==> src/rtl/fila_pkg.sv <==
// Shared types and sizing for the queue controller and the queue itself.
package fila_pkg;

  localparam int unsigned FILA_DEPTH   = 8;
  localparam int unsigned FILA_COUNT_W = 4;

  typedef enum logic [1:0] {IDLE, ENQ, ACK, DEQ} ctrl_state_t;

endpackage

==> src/rtl/detecta_borda.sv <==
// 1-bit rising-edge detector: pulses for the cycle in which the input goes 0 -> 1.
module detecta_borda (
  input  logic clk_i,
  input  logic reset_i,
  input  logic sig_i,
  output logic rise_o
);

  logic prev_q;

  always_ff @(posedge clk_i) begin
    if (reset_i) begin
      prev_q <= 1'b0;
    end else begin
      prev_q <= sig_i;
    end
  end

  assign rise_o = sig_i & ~prev_q;

endmodule

==> src/rtl/controle_fila.sv <==
// Handshake sequencer between deserializer and fila: arbitrates enqueue/dequeue,
// tracks occupancy and acknowledges bytes only once they have been committed.
module controle_fila
  import fila_pkg::*;
#(
  parameter int unsigned DEPTH   = FILA_DEPTH,
  parameter int unsigned COUNT_W = FILA_COUNT_W
) (
  input  logic               clk_10KHz,
  input  logic               reset,
  input  logic               data_ready_in,
  input  logic               dequeue_in,
  output logic               enqueue_out,
  output logic               dequeue_out,
  output logic               ack_out,
  output logic [COUNT_W-1:0] count_out,
  output logic               full_out,
  output logic               empty_out,
  output logic               underflow_out
);

  localparam logic [COUNT_W-1:0] DepthC = COUNT_W'(DEPTH);

  ctrl_state_t        state_q, state_d;
  logic [COUNT_W-1:0] count_q, count_d;
  logic               deq_pend_q, deq_pend_d;
  logic               last_deq_q, last_deq_d;
  logic               underflow_q, underflow_d;
  logic               enq_q, deq_q, ack_q;
  logic               full_q, empty_q;
  logic               deq_rise;
  logic               enq_ok, deq_ok;

  detecta_borda u_borda_deq (
    .clk_i   (clk_10KHz),
    .reset_i (reset),
    .sig_i   (dequeue_in),
    .rise_o  (deq_rise)
  );

  assign enq_ok = data_ready_in & ~full_q;
  assign deq_ok = deq_pend_q & ~empty_q;

  always_comb begin
    state_d     = state_q;
    count_d     = count_q;
    deq_pend_d  = deq_pend_q;
    last_deq_d  = last_deq_q;
    underflow_d = underflow_q;
    case (state_q)
      IDLE: begin
        // Round-robin on a tie; every grant updates the history.
        if (enq_ok && (!deq_ok || last_deq_q)) begin
          state_d    = ENQ;
          last_deq_d = 1'b0;
        end else if (deq_ok) begin
          state_d    = DEQ;
          last_deq_d = 1'b1;
          deq_pend_d = 1'b0;
        end else if (deq_pend_q && empty_q && !data_ready_in) begin
          deq_pend_d  = 1'b0;
          underflow_d = 1'b1;
        end
      end
      ENQ: begin
        state_d = ACK;
        count_d = count_q + 1'b1;
      end
      ACK: begin
        // Hold ack until the deserializer drops its request, so one byte enqueues once.
        if (!data_ready_in) state_d = IDLE;
      end
      DEQ: begin
        state_d = IDLE;
        count_d = count_q - 1'b1;
      end
      default: state_d = IDLE;
    endcase
    // A new edge wins over the clear done on DEQ entry.
    if (deq_rise) deq_pend_d = 1'b1;
  end

  always_ff @(posedge clk_10KHz) begin
    if (reset) begin
      state_q     <= IDLE;
      count_q     <= '0;
      deq_pend_q  <= 1'b0;
      last_deq_q  <= 1'b1;
      underflow_q <= 1'b0;
      enq_q       <= 1'b0;
      deq_q       <= 1'b0;
      ack_q       <= 1'b0;
      full_q      <= 1'b0;
      empty_q     <= 1'b1;
    end else begin
      state_q     <= state_d;
      count_q     <= count_d;
      deq_pend_q  <= deq_pend_d;
      last_deq_q  <= last_deq_d;
      underflow_q <= underflow_d;
      enq_q       <= (state_d == ENQ);
      deq_q       <= (state_d == DEQ);
      ack_q       <= (state_d == ACK);
      full_q      <= (count_d == DepthC);
      empty_q     <= (count_d == '0);
    end
  end

  assign enqueue_out   = enq_q;
  assign dequeue_out   = deq_q;
  assign ack_out       = ack_q;
  assign count_out     = count_q;
  assign full_out      = full_q;
  assign empty_out     = empty_q;
  assign underflow_out = underflow_q;

endmodule

==> config.mk <==
export PLATFORM = sky130hd
export DESIGN_NAME = controle_fila
export DESIGN_NICKNAME = d
export VERILOG_FILES = /design/src/rtl/fila_pkg.sv /design/src/rtl/detecta_borda.sv /design/src/rtl/controle_fila.sv
export SDC_FILE = /design/constraint.sdc
export NUM_CORES = 1
export LEC_CHECK = 0
export ABC_CLOCK_PERIOD_IN_PS = 2100
export CAP_MARGIN = 20
export CORE_MARGIN = 1
export CORE_UTILIZATION = 47
export CTS_CLUSTER_DIAMETER = 50
export CTS_CLUSTER_SIZE = 16
export DETAILED_ROUTE_END_ITERATION = 8
export MAX_ROUTING_LAYER = met4
export PLACE_DENSITY = 0.84
export RECOVER_POWER = 25
export SETUP_SLACK_MARGIN = 0.02
export SLEW_MARGIN = 30
export SYNTH_ARGS = -nofsm -noshare
export SYNTH_HDL_FRONTEND = slang
export SYNTH_SLANG_ARGS = --single-unit
==> constraint.sdc <==
create_clock -name clk_10KHz -period 2.1 [get_ports clk_10KHz]
set_input_delay 0.42 -clock clk_10KHz [delete_from_list [all_inputs] [get_ports clk_10KHz]]
set_output_delay 0.42 -clock clk_10KHz [all_outputs]
set_load 0.005 [all_outputs]
==> impl_metrics.tcl, run 1 <==
set metrics [dict create \
    status "finished clean" \
    vias 544 \
    cts.sinks 15 \
    yosysTopAreaCell "dfxtp_1" \
    grt_usage_pct 17.82 \
    rsz0062_at_grt "false" \
    fin_tns_setup_ns 0 \
    diodes 0 \
    cts_root_buffer "clkbuf_4" \
    crit_end "empty_out" \
    final_hold_viol_count 0 \
    gp_congestion 0.7649 \
    crit_arrival_ns 2.05 \
    placed_area_um2 820.8 \
    vdd_drop_max_uv 530.6 \
    routed_via_density 5.282 \
    cts_buffers 3 \
    period_needed_ns 1.822 \
    wl_per_cell_um 11.06 \
    crit_chain "nand2_1 -> xnor2_1 -> ha_1 -> and3b_1 -> nor4b_1 -> nor3_2 -> a21boi_2" \
    cp_num_cells 7 \
    r2r_end "empty_out" \
    drv_cap 0 \
    fin_crit_sh_pct 86.77 \
    avgSynthCellArea_um2 9.401 \
    setup_violations 0 \
    synth-seq-cells 15 \
    timing.final.ws_setup_ns 0.2779 \
    num_rows 13 \
    crit_fanout 10 \
    portBuffers 13 \
    htree_levels 1 \
    reg2reg_from "state_q[1]" \
    initial_core_util_pct 51.38 \
    io_pins 14 \
    grt_pass1_wl_mm 1.773 \
    critical_path.slowest_cell "dfxtp_1" \
    clockBufferDepth 2 \
    finClkSkew_ns 0.001832 \
    slew_viol_final 0 \
    dpl.cell_count 99 \
    hold_buffers 0 \
    die_area_um2 1596 \
    syn-cell-area_um2 676.9 \
    worst_pin_slew_ns 0.3316 \
    crit_family "simple AND/OR/NAND/NOR gates" \
    synth_nets 77 \
    gr-total-overflow 0 \
    ant_nets 0 \
    antenna_found_initial 0 \
    synthCells 72 \
    worstSetupEndpointType "flop" \
    firstDrtPassIters 2 \
    cts_setup_buffers 0 \
    yosysTopAreaCellShare_pct 44.36 \
    powerDensity_nw_per_um2 707.6 \
    grt_pass1_vias 435 \
    clk_pin_slew_ns 0.09 \
    critPathRequiredTime_ns 2.33 \
    dpl.hpwl_um 824.4 \
    crit_type "flop to flop" \
    p_leak_nw 0.3673 \
    core-area_um2 1318 \
    die_height_um 39.95 \
    grt_max_degree 12 \
    yosys_warnings 0 \
    syn_to_final_growth_pct 24.77 \
    critPathLaunch "state_q[1]" \
    wl_mm 1.139 \
    stdcell_count 103 \
    path_buf_inv 0 \
    ctsResizeCount 0 \
    place_ws_ns 0.2912 \
    die_x_um 39.95 \
    yosysUniqueCellTypes 31 \
    slowest_delay_ns 0.47 \
    ys_top_cells_by_area "dfxtp_1 (44%), nor2b_1 (4.6%), nor2_1 (4.4%), a21oi_1 (3.7%), mux2i_1 (3.0%)" \
    cts_tree "yes" \
    final_area_um2 844.6 \
    drc 0 \
    drive_gt1_share_pct 11.36 \
    ys_seq_area_share_pct 44.36 \
    hold_path.class "flop to flop" \
    fmaxAchievable_mhz 548.8 \
    worst_setup_path_start_kind "flop" \
    drt-initial-drc-count 6 \
    clock_latency_ns 0.29 \
    rr_worst_depth 7 \
    fin_nets 94 \
    r2r_slack_ns 0.28 \
    relSlewSlack_pct 77.59 \
]
[cells in the final DEF, fill, tap and decap left out, drive strengths merged]
master,count
dfxtp,15
clkdlybuf4s50,11
nor2,8
a21oi,5
nor2b,5
inv,4
o21ai,4
clkbuf,4
nand2,3
nand2b,3
xnor2,2
mux2i,2
nor4,2
dlygate4sd3,2
nor4b,2
nand3b,1
and4b,1
nor3b,1
and2b,1
and3b,1
o211a,1
nor3,1
a21boi,1
xor2,1
o21bai,1
a21bo,1
a211o,1
a41oi,1
ha,1
clkinv,1
buf,1
[worst reg2reg max path, stage by stage (launching register included)]
cell      delay, ns
dfxtp_1        0.47
nand2_1        0.10
xnor2_1        0.14
ha_1           0.29
and3b_1        0.23
nor4b_1        0.30
nor3_2         0.10
a21boi_2       0.13
[through the flow]
| step | hold slack, ns | total power [mW] | util, % |
|---|---|---|---|
| after CTS | 0.4953 | 0.6025 | 64.39 |
| after floorplan | 0.4647 | 0.3954 | - |
| after global routing | 0.5436 | 0.6306 | 64.10 |
| after detailed placement | 0.4728 | 0.4369 | 62.30 |
| final | 0.4826 | 0.5976 | 64.10 |
| after global placement | 0.4581 | 0.4345 | 62.30 |
[sequential cells by signal, indices dropped and copies added (netlist names)]
signal and flops:
underflow_out 1, dequeue_out 1, last_deq_q 1, empty_out 1, count_out 4, deq_pend_q 1, u_borda_deq.prev_q 1, enqueue_out 1
state_q 2, full_out 1, ack_out 1
[worst min path at each step]
stage	startpoint	end	slack, ns	cells after the start
after floorplan	underflow_out	underflow_out	0.46	2
after global placement	underflow_out	underflow_out	0.46	2
after detailed placement	underflow_out	underflow_out	0.47	2
after CTS	underflow_out	underflow_out	0.50	2
after global routing	underflow_out	underflow_out	0.54	2
final	underflow_out	underflow_out	0.48	2
[synthesized netlist by cell type (all sizes together)]
master / count
buf: 2
o21ai: 4
and2b: 1
a21oi: 5
a21boi: 1
nor2b: 5
nor3b: 1
a211o: 1
mux2i: 2
dfxtp: 15
clkbuf: 1
nor4b: 2
nand3b: 1
nor2: 8
xor2: 1
inv: 4
o211a: 1
and3b: 1
a41oi: 1
nand2b: 3
ha: 1
and4b: 1
xnor2: 2
a21bo: 1
o21bai: 1
nor4: 2
nand2: 3
nor3: 1
[kinds of logic (layout without fill, tap and decap cells)]
| family | count (synthesis) | after routing | synth area share (%) |
|---|---|---|---|
| AND/OR/NAND/NOR | 29 | 29 | 26.80 |
| XOR/XNOR | 3 | 3 | 3.882 |
| flip-flops | 15 | 15 | 44.36 |
| multiplexers | 2 | 2 | 2.958 |
| buffers and inverters | 7 | 23 | 5.174 |
| AO/OA/AOI/OAI | 15 | 15 | 14.97 |
| adder cells (fa/ha/maj) | 1 | 1 | 1.848 |
[final cells by class]
class	instances	area, um^2
sequential	15	300.3
fill	113	473.0
tap	15	18.77
multi-input combinational	50	341.6
inverter	4	15.01
clock buffer	3	22.52
timing repair buffer	15	141.4
clock inverter	1	5.005
[where the power goes]
| part | leakage [nW] | internal, mW | switching, mW |
|---|---|---|---|
| sequential | 0.123 | 0.305 | 0.0205 |
| combinational | 0.227 | 0.0598 | 0.0436 |
| clock | 0.0177 | 0.0708 | 0.0980 |
| total | 0.367 | 0.436 | 0.162 |
[per-layer routing]
layer | GRT usage [%] | vias to the layer above | part of all wire (%)
met3 | 6.667 | 4 | 4.7
met4 | 9.483 | 0 | 1.9
met5 | - | - | 0
li1 | - | 279 | -
met2 | 25.00 | 13 | 42
met1 | 21.92 | 248 | 51
Note: power is estimated with default switching activity, not from simulation.
==> inputs of run 2 (changes only) <==
--- a/config.mk
+++ b/config.mk
@@ -5,7 +5,6 @@
 export SDC_FILE = /design/constraint.sdc
 export NUM_CORES = 1
 export LEC_CHECK = 0
-export ABC_CLOCK_PERIOD_IN_PS = 2100
 export CAP_MARGIN = 20
 export CORE_MARGIN = 1
 export CORE_UTILIZATION = 47
==> results of run 2 <==
Final layout, timing and power as in run 1 (identical DEF).
==> inputs of run 3 (changes only) <==
--- a/config.mk
+++ b/config.mk
@@ -7,14 +7,15 @@
 export LEC_CHECK = 0
 export CAP_MARGIN = 20
 export CORE_MARGIN = 1
-export CORE_UTILIZATION = 47
+export CORE_UTILIZATION = 51
 export CTS_CLUSTER_DIAMETER = 50
 export CTS_CLUSTER_SIZE = 16
 export DETAILED_ROUTE_END_ITERATION = 8
 export MAX_ROUTING_LAYER = met4
-export PLACE_DENSITY = 0.84
+export PLACE_DENSITY = 0.9
 export RECOVER_POWER = 25
 export SETUP_SLACK_MARGIN = 0.02
+export SKIP_LAST_GASP = 1
 export SLEW_MARGIN = 30
 export SYNTH_ARGS = -nofsm -noshare
 export SYNTH_HDL_FRONTEND = slang
==> constraint.sdc (replaced) <==
create_clock -name clk_10KHz -period 2.3 [get_ports clk_10KHz]
set_input_delay 0.46 -clock clk_10KHz [delete_from_list [all_inputs] [get_ports clk_10KHz]]
set_output_delay 0.46 -clock clk_10KHz [all_outputs]
set_load 0.005 [all_outputs]
==> impl_metrics.tcl, run 3 (synthesis gave the netlist of run 1 again) <==
set metrics [dict create \
    status "finished clean" \
    critical_path.slowest_cell "dfxtp_1" \
    routed_via_density 5.475 \
    largest_register_ff_count 4 \
    grt_pass1_vias 472 \
    wl_per_cell_um 12.08 \
    rsz0062_at_grt "false" \
    cts_root_buffer "clkbuf_4" \
    fillerInstances 99 \
    final_hold_viol_count 0 \
    hold_path.class "flop to flop" \
    grt_pass1_wl_mm 1.987 \
    drt-initial-drc-count 12 \
    initial_core_util_pct 57.80 \
    core-area_um2 1171 \
    final_cell_mix "dfxtp_1 (15), clkdlybuf4s50_1 (11), nor2_1 (8), a21oi_1 (5), nor2b_1 (5)" \
    layout_commonest_cell "dfxtp_1" \
    crit_fanout 10 \
    num_rows 12 \
    io_pins 14 \
    intPower_mw 0.4001 \
    dpl.hpwl_um 787.8 \
    grt_max_degree 13 \
    worstSetupEndpointType "flop" \
    ant_nets 0 \
    crit_type "flop to flop" \
    finClkSkew_ns 0.002630 \
    diodes 0 \
    final_area_um2 838.3 \
    drc 0 \
    ctsResizeCount 0 \
    htree_levels 1 \
    power_frac_seq_pct 54.8 \
    wl_mm 1.220 \
    die_x_um 38.43 \
    grt_usage_pct 20.92 \
    p_comb_share_pct 17.6 \
    gp_congestion 0.7827 \
    relSlewSlack_pct 69.01 \
    clkPwrFrac_pct 27.7 \
    fmaxAchievable_mhz 537.6 \
    final_util_pct 71.58 \
    cts_buffers 3 \
    crit_arrival_ns 2.09 \
    fin_nets 93 \
    p_leak_nw 0.3634 \
    clk_pin_slew_ns 0.08 \
    syn_to_final_growth_pct 23.84 \
    clockBufferDepth 2 \
    clock_latency_ns 0.29 \
    die_area_um2 1477 \
    crit_chain "nand2_1 -> xnor2_1 -> ha_1 -> and3b_1 -> nor4b_1 -> nor3_2 -> a21boi_2" \
    period_needed_ns 1.860 \
    worst_setup_path_start_kind "flop" \
    worst_pin_slew_ns 0.4633 \
    drive_gt1_share_pct 10.34 \
    fin_tns_setup_ns 0 \
    p_switching_mw 0.1424 \
    cts.sinks 15 \
    powerDensity_nw_per_um2 647.2 \
    slew_viol_final 0 \
    cts_tree "yes" \
    antenna_found_initial 0 \
    die_height_um 38.43 \
    placed_area_um2 812.0 \
    hold_buffers 0 \
    portBuffers 13 \
    setup_violations 0 \
    fin_crit_sh_pct 80.88 \
    drv_cap 0 \
    firstDrtPassIters 4 \
    critPathRequiredTime_ns 2.53 \
    switching_share_pct 26.25 \
    cts_setup_buffers 0 \
    vias 553 \
    gr-total-overflow 0 \
    slowest_delay_ns 0.47 \
    vdd_drop_max_uv 441.2 \
]
## run 3: critical path: cells and delay by family, from the launching register on
kind	cells	cell delay, ns
compound gates	1	0.13
fa+ha+maj	1	0.27
flops	1	0.47
simple gates	4	0.75
xor+xnor	1	0.18
## run 3: power groups by stage
| stage | registers (mW) | clock network (mW) | logic, mW |
|---|---|---|---|
| floorplan | 0.299 | 0 | 0.0622 |
| global placement | 0.302 | 0 | 0.0931 |
| detailed placement | 0.303 | 0 | 0.0951 |
| CTS | 0.297 | 0.159 | 0.0965 |
| global route | 0.301 | 0.169 | 0.106 |
| finish | 0.297 | 0.150 | 0.0952 |
## run 3: path summary, 6_finish.rpt
kind                                     from       endpoint  slack, ns  cells past startpoint
worst max-delay path               state_q[1]      empty_out       0.44                      7
worst min-delay path            underflow_out  underflow_out       0.49                      2
worst max register to register     state_q[1]      empty_out       0.44                      7
worst min register to register  underflow_out  underflow_out       0.49                      2
## run 3: through the flow
stage	power, mW	setup WS [ns]	hold slack, ns	instances
after floorplan	0.3610	0.5572	0.4647	72
after global placement	0.3948	0.5442	0.4591	97
after detailed placement	0.3978	0.4927	0.4770	97
after CTS	0.5525	0.4214	0.4974	101
after global routing	0.5757	0.2853	0.5470	101
final	0.5426	0.4398	0.4914	101
## run 3: final cells by class
type	count	area, um^2	area share [%]
Sequential cell	15	300.3	35.82
Timing Repair Buffer	14	137.6	16.42
Inverter	4	15.01	1.791
Clock buffer	4	26.28	3.134
Tap cell	14	17.52	2.090
Multi-Input combinational cell	50	341.6	40.75
## run 3: layer usage
| metal | track usage, % | part of all wire [%] | vias up |
|---|---|---|---|
| met5 | - | 0 | - |
| met4 | 9.483 | 1.7 | 0 |
| met3 | 9.302 | 6.2 | 3 |
| met2 | 31.78 | 47 | 14 |
| met1 | 23.66 | 45 | 259 |
| li1 | - | - | 277 |
==> edit 1: new RTL, config.mk and constraints of run 2 <==
The 4 states of `ctrl_state_t` get a Gray code encoding in 2 bits.
--- a/src/rtl/fila_pkg.sv
+++ b/src/rtl/fila_pkg.sv
@@ -6,3 +6,3 @@
 
-  typedef enum logic [1:0] {IDLE, ENQ, ACK, DEQ} ctrl_state_t;
+  typedef enum logic [1:0] {IDLE = 2'b00, ENQ = 2'b01, ACK = 2'b11, DEQ = 2'b10} ctrl_state_t;
 
Behaviour: no difference found for any inputs over 10 cycles, from zero or initial values and one cycle with reset high; not proved beyond that.
==> edit 1 against run 2 <==
  * Critical path depth grew 2
  * Global-route usage grew 3.3 points
  * Via count grew 13%
  * Final area grew 14%
  * Synthesized area grew 6.5%
  * Worst setup slack lost 0.11 ns
  * Sequential cell count is the same
  * Wire length grew 31%
  * Maximum frequency shrank 5.7%
  * Non-clock buffer count grew 4
  * Critical path type unchanged
  * Largest cell class unchanged
  * Highest routed layer unchanged
Power is not compared: it rests on default switching activity, and its combinational part moved more than twofold at a synthesized area within 25%.
==> edit 1: results (changes against run 2) <==
Yosys
  • Ranking of synthesized cells by area: dfxtp_1, ha_1, nor2_1 (was dfxtp_1, nor2b_1, nor2_1)
  • Syn_nets: 88 (was 77)
  • Share of the synthesized area in the top cell type: 0.417 (was 0.444)
  • Post-Synth Adder-Cell Area: 0.104 (was 0.0185)
  • Xor/xnor share of the synthesized area: 0.0608 (was 0.0388)
  • Compound-Gate Fraction of Synth Area: 0.163 (was 0.150)
  • Sequential share of the synthesized area: 0.417 (was 0.444)
  • Post-Synthesis Cells: 78 (was 72)
  • Synth cell types: 30 (was 31)
  • Most instantiated cells after synthesis: dfxtp_1, nor2_1, ha_1 (was dfxtp_1, nor2_1, a21oi_1, nor2b_1, inv_1)

Critical path
  • R2R setup slack: 0.17 ns (was 0.28 ns)
  • Worst endpoint data arrival time: 2.13 ns (was 2.05 ns)
  • CP Capture Point: full_out$_SDFF_PP0_ (was empty_out$_SDFF_PP1_)
  • Worst r2r path cells: 9 (was 7)
  • CP startpoint: state_q[0]$_SDFF_PP0_ (was state_q[1]$_SDFF_PP0_)

Place
  • Post-DP HPWL: 1.06 mm (was 824 µm)
  • Final RePlAce weighted congestion: 0.806 (was 0.765)
  • IO Port Bufs: 13 (unchanged)
  • DP Worst Slack: 0.111 ns (was 0.291 ns)

Detailed routing
  • DR WL met3: 38 µm (was 53 µm)
  • WL final: 1.50 mm (was 1.14 mm)
  • Detailed-route via count: 616 (was 544)
  • Drt via density: 5.40 (was 5.28)
  • Starting DRT DRC Count: 11 (was 6)
  • Initial DRT Pass Iterations: 3 (was 2)
  • M1 WL: 735 µm (was 586 µm)
  • Met2 wire len: 716 µm (was 477 µm)

Global route
  • GR Util met3: 0.0489 (was 0.0667)
  • M2 GR Usage: 0.309 (was 0.250)
  • Total GRT Usage: 0.211 (was 0.178)
  • Largest net degree at the start of global routing: 14 (was 12)
  • First-pass GRT wire length: 2.24 mm (was 1.77 mm)

Cells and area
  • Fillers: 112 (was 113)
  • Net count, final: 110 (was 94)
  • Fraction of layout cells with a size suffix above 1: 0.141 (was 0.114)

Timing
  • Worst Max-Slew Pin Slew: 0.547 ns (was 0.332 ns)
  • Final period utilization: 0.920 (was 0.868)
  • Clk_skew: 0.00138 ns (was 0.00183 ns)

Outcome
  • Outcome: finished, final reports clean (unchanged)
edit 1: cell types whose count changed after synthesis, sizes merged, moves of 2 or more:
cell	run 2	this run
ha	1	6
and2	0	2
buf	2	0
nor2b	5	3
o21a	0	2
o31ai	0	2
xor2	1	3
edit 1: worst max-delay path, cell delays in order (launching register included):
cell and delay [ns]:
dfxtp_1 0.34, inv_1 0.08, ha_1 0.22, xor2_1 0.17
ha_1 0.20, a21oi_1 0.16, xnor2_1 0.15, nand2_1 0.11
xor2_2 0.20, nor4b_4 0.22
edit 1: area by class of cell:
cell class | instances | area, µm² | share of cell area
clock buffer | 3 | 22.5 | 0.0234
clock inverter | 1 | 5.00 | 0.00520
inverter | 4 | 15.0 | 0.0156
multi-input combinational | 57 | 425 | 0.442
sequential | 15 | 300 | 0.312
tap | 15 | 18.8 | 0.0195
timing repair buffer | 19 | 175 | 0.182
edit 1: timing repair:
item	4_1_cts	5_1_grt
setup endpoints to repair	0	1
hold buffers	0	0
resized for setup	0	4
setup buffers	0	1
==> edit 2: new RTL, flow settings as in run 2 <==
Without the edit above. Change the package constant `FILA_COUNT_W` from 4 to 3.
--- a/src/rtl/fila_pkg.sv
+++ b/src/rtl/fila_pkg.sv
@@ -4,3 +4,3 @@
   localparam int unsigned FILA_DEPTH   = 8;
-  localparam int unsigned FILA_COUNT_W = 4;
+  localparam int unsigned FILA_COUNT_W = 3;
 
Ports: changed (resized count_out); port bits go from 14 to 13. The function was not compared with the original's and may differ.
==> edit 2 against run 2 <==
  * Power increased by 2.0%
  * Final cell count is 11% lower
  * Die area shrank 11%
  * Wire length rose by 2.4%
  * Sequential cell count is 1 lower
  * Global-route usage up 3.7 points
  * Synthesized cell count fell by 11%
  * Synthesized area down 11%
  * Worst setup slack better by 0.0018 ns
  * Final area shrank 9.9%
  * Largest cell class unchanged
==> edit 2: results (changes against run 2) <==
Global route
  • Total GRT Usage: 0.215 (was 0.178)
  • GR Util met3: 0.0893 (was 0.0667)
  • Vias in the first global route: 462 (was 435)
  • M2 GR Usage: 0.345 (was 0.250)
  • First-pass GRT wire length: 1.93 mm (was 1.77 mm)
  • Met1 usage: 0.216 (was 0.219)

Cells and area
  • Fillers: 110 (was 113)
  • Comb_multi_in: 44 (was 50)
  • Net count, final: 84 (was 94)
  • Non-clock buffers: 12 (was 15)
  • Largest register FFs: 3 (was 4)
  • Non-clock buffers, area share: 0.158 (was 0.167)
  • Area of the multi-input gates: 292 µm² (was 342 µm²)
  • Fraction of layout cells with a size suffix above 1: 0.0769 (was 0.114)

Power and ir drop
  • Power Clock: 190 µW (was 169 µW)
  • Flop pwr share: 0.509 (was 0.544)
  • Sw Pwr: 154 µW (was 162 µW)

Outcome
  • Outcome: finished, final reports clean (unchanged)

Timing
  • Setup WS post-layout: 0.280 ns (was 0.278 ns)
  • Slew Limit Headroom: 0.653 (was 0.776)
  • Min Hold Slack: 0.511 ns (was 0.483 ns)

Place
  • Final RePlAce weighted congestion: 0.708 (was 0.765)
  • Dpl cell area: 724 µm² (was 821 µm²)
  • Dpl cells: 88 (was 99)
  • IO Port Bufs: 12 (was 13)

Critical path
  • Delay of the slowest cell on the worst path: 0.53 ns (was 0.47 ns)
  • Worst r2r path cells: 5 (was 7)
  • Worst endpoint data arrival time: 2.00 ns (was 2.05 ns)

Yosys
  • Syn_nets: 69 (was 77)

Hold path
  • Hold path start: deq_pend_q$_SDFFE_PP0P_ (was underflow_out$_SDFFE_PP0P_)

Detailed routing
  • WL final: 1.17 mm (was 1.14 mm)
  • Detailed-route via count: 493 (was 544)
  • Starting DRT DRC Count: 5 (was 6)
==> edit 2: changes by cell type in the layout (fill, tap and decap cells not counted), sizes merged, moves of 2 or more <==
cell | run 2 | this run
a21oi | 5 | 3
nor2b | 5 | 7
nor4b | 2 | 0
nand2 | 3 | 1
and3 | 0 | 2
nand2b | 3 | 0
or3 | 0 | 2
nor3 | 1 | 3
==> edit 2: worst min-delay path: cells and delay by family (launching register included) <==
kind / cells / cell delay (ns)
compound gates: 1 / 0.05
simple gates: 1 / 0.10
flops: 1 / 0.32
==> edit 2: cell families after synthesis <==
logic type / synth area share
compound gates: 0.135
xor+xnor: 0.0437
flops: 0.466
fa+ha+maj: 0.0333
buf+inv: 0.0499
mux: 0.0166
simple gates: 0.256
==> edit 2: metal layers <==
| layer | vias up | wire (µm) |
|---|---|---|
| li1 | 248 | - |
| met1 | 235 | 547 |
| met2 | 8 | 567 |
| met3 | 2 | 39 |
| met4 | 0 | 11 |
| met5 | - | 0 |
